<file path="src/rtl/dmem_responder.sv">
// Word-addressed data-memory responder with a fixed access latency and
// valid/ready request and response channels. One transaction at a time.
module dmem_responder #(
  parameter int unsigned ADDR_BITS = 6,
  parameter int unsigned LATENCY   = 2
) (
  input  logic        clk,
  input  logic        reset,
  input  logic        req_valid,
  output logic        req_ready,
  input  logic        req_we,
  input  logic [31:0] req_addr,
  input  logic [31:0] req_wdata,
  output logic        resp_valid,
  input  logic        resp_ready,
  output logic [31:0] resp_rdata,
  output logic        resp_err
);

  localparam int unsigned DEPTH = 1 << ADDR_BITS;
  localparam int unsigned CW    = 4;

  typedef enum logic [1:0] {
    IDLE = 2'd0,
    WAIT = 2'd1,
    RESP = 2'd2
  } state_t;

  state_t              state;
  logic [CW-1:0]       cnt;
  logic                lat_we;
  logic [31:0]         lat_addr;
  logic [31:0]         lat_wdata;
  logic [31:0]         mem [DEPTH];

  logic [ADDR_BITS-1:0] idx_c;
  logic                 err_c;
  logic                 commit_c;
  logic                 mem_we_c;

  // Access decode on the latched request; out-of-range never aliases.
  assign idx_c    = lat_addr[ADDR_BITS+1:2];
  assign err_c    = (lat_addr[1:0] != 2'b00) ||
                    ((lat_addr >> (ADDR_BITS + 2)) != 32'd0);
  assign commit_c = (state == WAIT) && (cnt == '0);
  assign mem_we_c = commit_c && lat_we && !err_c;

  // Storage is deliberately not reset.
  always_ff @(posedge clk) begin
    if (mem_we_c) begin
      mem[idx_c] <= lat_wdata;
    end
  end

  always_ff @(posedge clk or negedge reset) begin
    if (!reset) begin
      state      <= IDLE;
      cnt        <= '0;
      lat_we     <= 1'b0;
      lat_addr   <= '0;
      lat_wdata  <= '0;
      req_ready  <= 1'b1;
      resp_valid <= 1'b0;
      resp_rdata <= '0;
      resp_err   <= 1'b0;
    end else begin
      unique case (state)
        IDLE: begin
          if (req_valid && req_ready) begin
            lat_we    <= req_we;
            lat_addr  <= req_addr;
            lat_wdata <= req_wdata;
            cnt       <= CW'(LATENCY - 1);
            req_ready <= 1'b0;
            state     <= WAIT;
          end
        end
        WAIT: begin
          if (cnt == '0) begin
            resp_valid <= 1'b1;
            resp_err   <= err_c;
            resp_rdata <= (!lat_we && !err_c) ? mem[idx_c] : 32'd0;
            state      <= RESP;
          end else begin
            cnt <= cnt - 1'b1;
          end
        end
        RESP: begin
          if (resp_valid && resp_ready) begin
            resp_valid <= 1'b0;
            resp_rdata <= '0;
            resp_err   <= 1'b0;
            req_ready  <= 1'b1;
            state      <= IDLE;
          end
        end
        default: begin
          state      <= IDLE;
          req_ready  <= 1'b1;
          resp_valid <= 1'b0;
          resp_rdata <= '0;
          resp_err   <= 1'b0;
        end
      endcase
    end
  end

endmodule

</file>
<file path="config.mk">
export PLATFORM = sky130hd
export DESIGN_NAME = dmem_responder
export DESIGN_NICKNAME = d
export VERILOG_FILES = /design/src/rtl/dmem_responder.sv
export SDC_FILE = /design/constraint.sdc
export NUM_CORES = 2
export LEC_CHECK = 0
export BUFFER_PORTS_ARGS = -buffer_cell sky130_fd_sc_hd__clkbuf_2
export CAP_MARGIN = 30
export CORE_MARGIN = 1
export CORE_UTILIZATION = 25
export CTS_CLUSTER_SIZE = 14
export DETAILED_ROUTE_END_ITERATION = 10
export PLACE_DENSITY_LB_ADDON = 0.3
export SETUP_SLACK_MARGIN = 0.3
export SLEW_MARGIN = 20
export SYNTH_ARGS = -nofsm -noshare
export SYNTH_HDL_FRONTEND = slang
export SYNTH_SLANG_ARGS = --single-unit
</file>
<file path="constraint.sdc">
create_clock -name clk -period 4.7 [get_ports clk]
set_input_delay 0 -clock clk [delete_from_list [all_inputs] [get_ports clk]]
set_output_delay 0 -clock clk [all_outputs]
set_load 0.01 [all_outputs]
</file>
After elaboration in Yosys (flattened, before gate mapping)
Memories as Yosys holds them, arrays and structs flattened.
Index checks and enable logic that the tools add are counted.
- flip-flop bits (word level): 106
- bits in latches: 0
- memory bits (writable): 2048
- ROM bits: 0
- bits of input ports: 69
- output and inout bits: 35
- logic and storage cells: 59
- memories: 1
- $add $sub $neg: 1
- $mul: 0
- divide/modulo/power cells: 0
- order comparisons: 0
- eq/ne operators: 6
- shifts and indexed selects: 0
- mux-type cells: 21
- bitwise logic cells: 2
- reductions and logical operators: 19
- memories (name ; words ; width ; rd ports ; clocked after Yosys merged registers in ; wr ports ; line ; text):
    mem ; 64 ; 32 ; 1 ; 0 ; 1 ; 34 ; logic [31:0] mem [DEPTH];
- operator list (cell ; count):
    32-bit 2-to-1 mux ; 3
    32-bit case mux with 3 select lines ; 1
    32-bit nonzero test ; 1
    3-bit AND reduction ; 4
    1-bit case mux with 3 select lines ; 3
    4-bit 2-to-1 mux ; 2
    4-bit case mux with 2 select lines ; 1
    1-bit 2-to-1 mux ; 7
    1-bit logical AND ; 6
    2-bit 2-to-1 mux ; 3
    2-bit != test (second input constant) ; 3
    2-bit case mux with 3 select lines ; 1
    4-bit logical NOT ; 1
    2-bit nonzero test ; 2
    4-bit by 1-bit subtractor with 4-bit output (second input constant) ; 1
    2-bit by 1-bit equality test with 1-bit output (second input constant) ; 1
    2-bit equality test (second input constant) ; 1
    1-bit logical NOT ; 2
    2-bit logical NOT ; 1
    2-bit by 1-bit != test with 1-bit output (second input constant) ; 1
    1-bit inverter ; 2
    2-bit AND reduction ; 1
    1-bit logical OR ; 1

Depth between registers and ports, before layout
- depth after elaboration: 7
- gate-level depth with buffers: 11
- depth with buffers taken out: 8

Worst setup path before layout
OpenSTA, ideal clock, no wires.
- path kind: flip-flop to flip-flop
- start point: reg lat_addr[4]
- end point: mem mem[32][0] (enable)
- library setup time: 0.421 ns
- arrival time: 3.263 ns
- required time: 4.279 ns
- setup slack: 1.016 ns
- cell stages (with the launch flop): 10
- path buffers: 5
- period minus slack after synthesis: 3.684 ns
- cells stage by stage: dfrtp_1 buf_4 buf_4 inv_1 buf_2 clkbuf_1 buf_1 and4_1 nand2_1 nor2_1
- RTL lines (element ; line ; text):
    start, declared ; 32 ; logic [31:0] lat_addr;
    start signal, assigned ; 71 ; lat_addr <= req_addr;
    end, declared ; 34 ;
No word-level cell before the write port.

Worst setup path after layout
- start point: reg lat_addr[2]
- end point: reg resp_rdata[28]
- word-level cells in the longest chain between the ends: 4
- RTL lines (element ; line ; text):
    memory read 64 x 32 bit ; - ;
    32-bit 2-to-1 mux ; 82 ; resp_rdata <= (!lat_we && !err_c) ? mem[idx_c] : 32'd0;
    32-bit 2-to-1 mux ; 79 ; if (cnt == '0) begin
    32-bit case mux with 3 select lines ; 67 ; unique case (state)
    end signal, assigned ; 82 ;
    end, declared ; 16 ; output logic [31:0] resp_rdata,
Every way passes these cells. The select of a mux whose other input is x is not followed.
A chain may end at the register's enable or synchronous reset.

==> run_results.csv <==
group,metric,value,unit
outcome,status,"finished clean",
power_and_ir_drop,p_switching,23.3,mW
worst_setup_path,worstSetupStartpointType,"flip-flop",
drt,avgViaCountPerCell,5.16,
sta,worst-slew-pin-transition,1080,ps
clock_tree,cts_resized,0,
floorplan,start_util,0.252,
drt,drc,0,
worst_setup_path,worstPathRequired,5510,ps
clock_tree,cts_tree,"built",
clock_tree,cts_buffers,217,
grt,track_usage,0.180,
clock_tree,h-tree-depth,4,
drt,drt-initial-drc-count,6994,
clock_tree,root_buffer,"clkbuf_16",
synthesis,yosysTopAreaCell,"edfxtp_1",
worst_setup_path,arrival,4970,ps
sta,final.setup_skew,46.1,ps
layout,final_nets,5109,
floorplan,die_area,333000,um2
grt,overflow,0,
synthesis,syn_area_per_cell,18.2,um2
worst_setup_path,cp_max_fo,44,
layout,synthToLayoutAreaGrowth,20.8,%
drt,wl_per_cell,32.1,um
floorplan,core,328000,um2
sta,slew_violations,0,
synthesis,syn_inst,4536,
power_and_ir_drop,power_density,639,nW/um2
synthesis,async_reset_ff_frac,0.0492,
sta,max_freq,240,MHz
sta,setup_viol,0,
power_and_ir_drop,power_frac_clock,0.280,
floorplan,die_h,577,um
worst_setup_path,path_cells,"nand2b_4 -> buf_12 -> o221ai_1 -> a222oi_1 -> nor2_1 -> nor4_1 -> a32o_1",
sta,final.setup.tns,0,ps
placed_design,portBuffers,103,
clock_tree,clk_latency,890,ps
synthesis,ys_types,73,
sta,maxSlewHeadroom,0.273,
clock_tree,cts_hold_buf,203,
hold_path,hold_path.class,"in2reg",
worst_setup_path,crit_cells,7,
worst_setup_path,crit_type,"reg2reg",
layout,fin_util,0.304,
worst_setup_path,cp.buffers_inverters,1,
synthesis,synth_fp_nets,4607,
synthesis,synth_seq_cells,2154,
layout,layout-drive-gt1-share,0.235,
power_and_ir_drop,p_comb_frac,0.328,
drt,antenna_left,0,
clock_tree,cts_buffer_depth,3,
power_and_ir_drop,swShare,0.365,
hold_path,hold_depth,4,
synthesis,synth-edff-count,2048,
worst_setup_path,r2r_cells,7,
synthesis,synth_area_leaders,"edfxtp_1 (74%), mux2_2 (3.3%), mux4_2 (3.2%)",
power_and_ir_drop,p_seq_frac,0.392,
worst_setup_path,max_stage_delay,980,ps
synthesis,synth_flop_cell,"edfxtp_1",
floorplan,num_io_pins,104,
clock_tree,cts_setup_buffers,0,
placed_design,place_congestion,0.849,
grt,grt_pass1_vias,47900,
floorplan,die_w,577,um
clock_tree,path_clk_slew,60,ps
sta,fin_crit,4160,ps
synthesis,yosysWarnings,0,
placed_design,dp_hpwl,181,mm
power_and_ir_drop,peakVddDrop,0.000679,V
worst_setup_path,slowest_stage,"nor4_1",
grt,grt_pass1_wl,415,mm
grt,grt_start_max_net_pins,103,
drt,via_count,49400,
worst_setup_path,cp_top_family,"simple AND/OR/NAND/NOR gates",
worst_setup_path,crit_path_end_kind,"flip-flop",
drt,wl,307,mm
power_and_ir_drop,power.leakage,32.6,nW
synthesis,synth_top_cell_area_share,0.744,
sta,rsz0062_at_grt,"false",
floorplan,rows,210,
clock_tree,cts_sinks,2154,
sta,fin_crit_sh,0.885,
power_and_ir_drop,p_total,63.8,mW
flow_run,cap_violations,0,
synthesis,ys_seq_area_frac,0.776,
grt,antenna_found_initial,31,
sta,hold_viol,0,
drt,firstDrtPassIters,6,
power_and_ir_drop,p_int,40.5,mW
synthesis,syn_area,82700,um2
## cells in the final DEF, fill, tap and decap left out, types with 66 or more instances in the layout
cell type,Yosys,final
nand2_1,130,125
mux4_2,117,117
clkbuf_2,0,103
dfrtp_1,105,70
buf_4,67,229
nor2_1,172,104
o21ai_0,136,136
mux2_2,241,241
dlygate4sd3_1,0,202
o22ai_1,306,305
clkbuf_16,0,221
a21oi_1,155,155
edfxtp_1,2048,2048
nor2_4,0,66
mux2i_1,240,240
o221ai_1,132,132
## through the flow
stage                     cell area [um2]  cells  hold WS [ps]  worst slack [ps]
after global placement              90400   8954           182               241
after global routing                99900   9573           228               706
after detailed placement            90500   8960           179               773
after floorplan                     82700   4536          -296              1020
after CTS                           99900   9571           186               763
final                               99900   9576           222               539
## Yosys cell counts, types with 9 or more instances
master,n
mux2_2,241
nor2b_1,16
o21ai_0,136
nor2_1,172
o22a_1,16
a222oi_1,10
inv_1,9
a21oi_1,155
nand3_1,16
mux4_2,117
buf_2,87
buf_4,67
o32ai_1,13
dfrtp_1,105
o31ai_1,18
o22ai_1,306
a32o_1,16
a211oi_1,43
nand2_1,130
mux2i_1,240
edfxtp_1,2048
nor4_1,15
buf_1,35
clkbuf_1,103
buf_6,16
a22o_1,12
a31oi_1,9
a22oi_1,62
nor3_1,24
a221oi_1,29
a2bb2oi_1,20
o221ai_1,132
## final timing paths
check                          startpoint        endpoint  slack, ps
min                           req_addr[4]     lat_addr[4]        220
max reg2reg                   lat_addr[2]  resp_rdata[28]        540
max                           lat_addr[2]  resp_rdata[28]        540
max in group asynchronous           reset     lat_addr[3]       3700
min reg2reg                resp_rdata[31]  resp_rdata[31]        490
min in group asynchronous           reset    lat_addr[29]        290
## cell type report
type                    instances  area (um2)
inverters                      11        51.3
clock buffers                 295        6040
flip-flops and latches       2154       64200
clock inverters               113        1290
repair buffers                592        5360
diodes                          3        7.51
well taps                    4346        5440
fillers                     31700      228000
multi-input cells            2062       17500
## state kept, by name, indices dropped and copies added (netlist names)
name and flops:
cnt 4, lat_addr 32, lat_wdata 32, lat_we 1, mem 2048, req_ready 1, resp_err 1, resp_rdata 32
resp_valid 1, state 2
## logic make-up after synthesis
| family | Yosys count | share of synthesized area |
|---|---|---|
| xor gates and xnor gates | 2 | 0.000212 |
| AOI/OAI and AO/OA | 1028 | 0.0850 |
| adders and majority gates | 2 | 0.000303 |
| muxes | 598 | 0.0938 |
| buffers and inverters | 320 | 0.0205 |
| DFF | 2154 | 0.776 |
| and+or+nand+nor | 432 | 0.0240 |
## power groups by stage
| stage | logic, mW | clock network, mW | registers, mW |
|---|---|---|---|
| after global placement | 19.9 | 0 | 25.4 |
| after floorplan | 9.60 | 0 | 26.0 |
| after global routing | 21.5 | 18.7 | 25.1 |
| after detailed placement | 20.0 | 0 | 25.4 |
| final | 20.9 | 17.9 | 25.0 |
| after CTS | 20.5 | 18.1 | 25.0 |
## per-layer routing
metal	global-route usage	routed length [um]
met5	0	27
met4	0.0546	9670
met3	0.0432	30800
met2	0.282	140000
met1	0.246	127000
## worst reg2reg max path: stages, from the launching register on
cell	delay, ps
dfrtp_4	960
nand2b_4	540
buf_12	410
o221ai_1	320
a222oi_1	370
nor2_1	230
nor4_1	980
a32o_1	290
No activity file was read; power rests on OpenSTA's default activity.
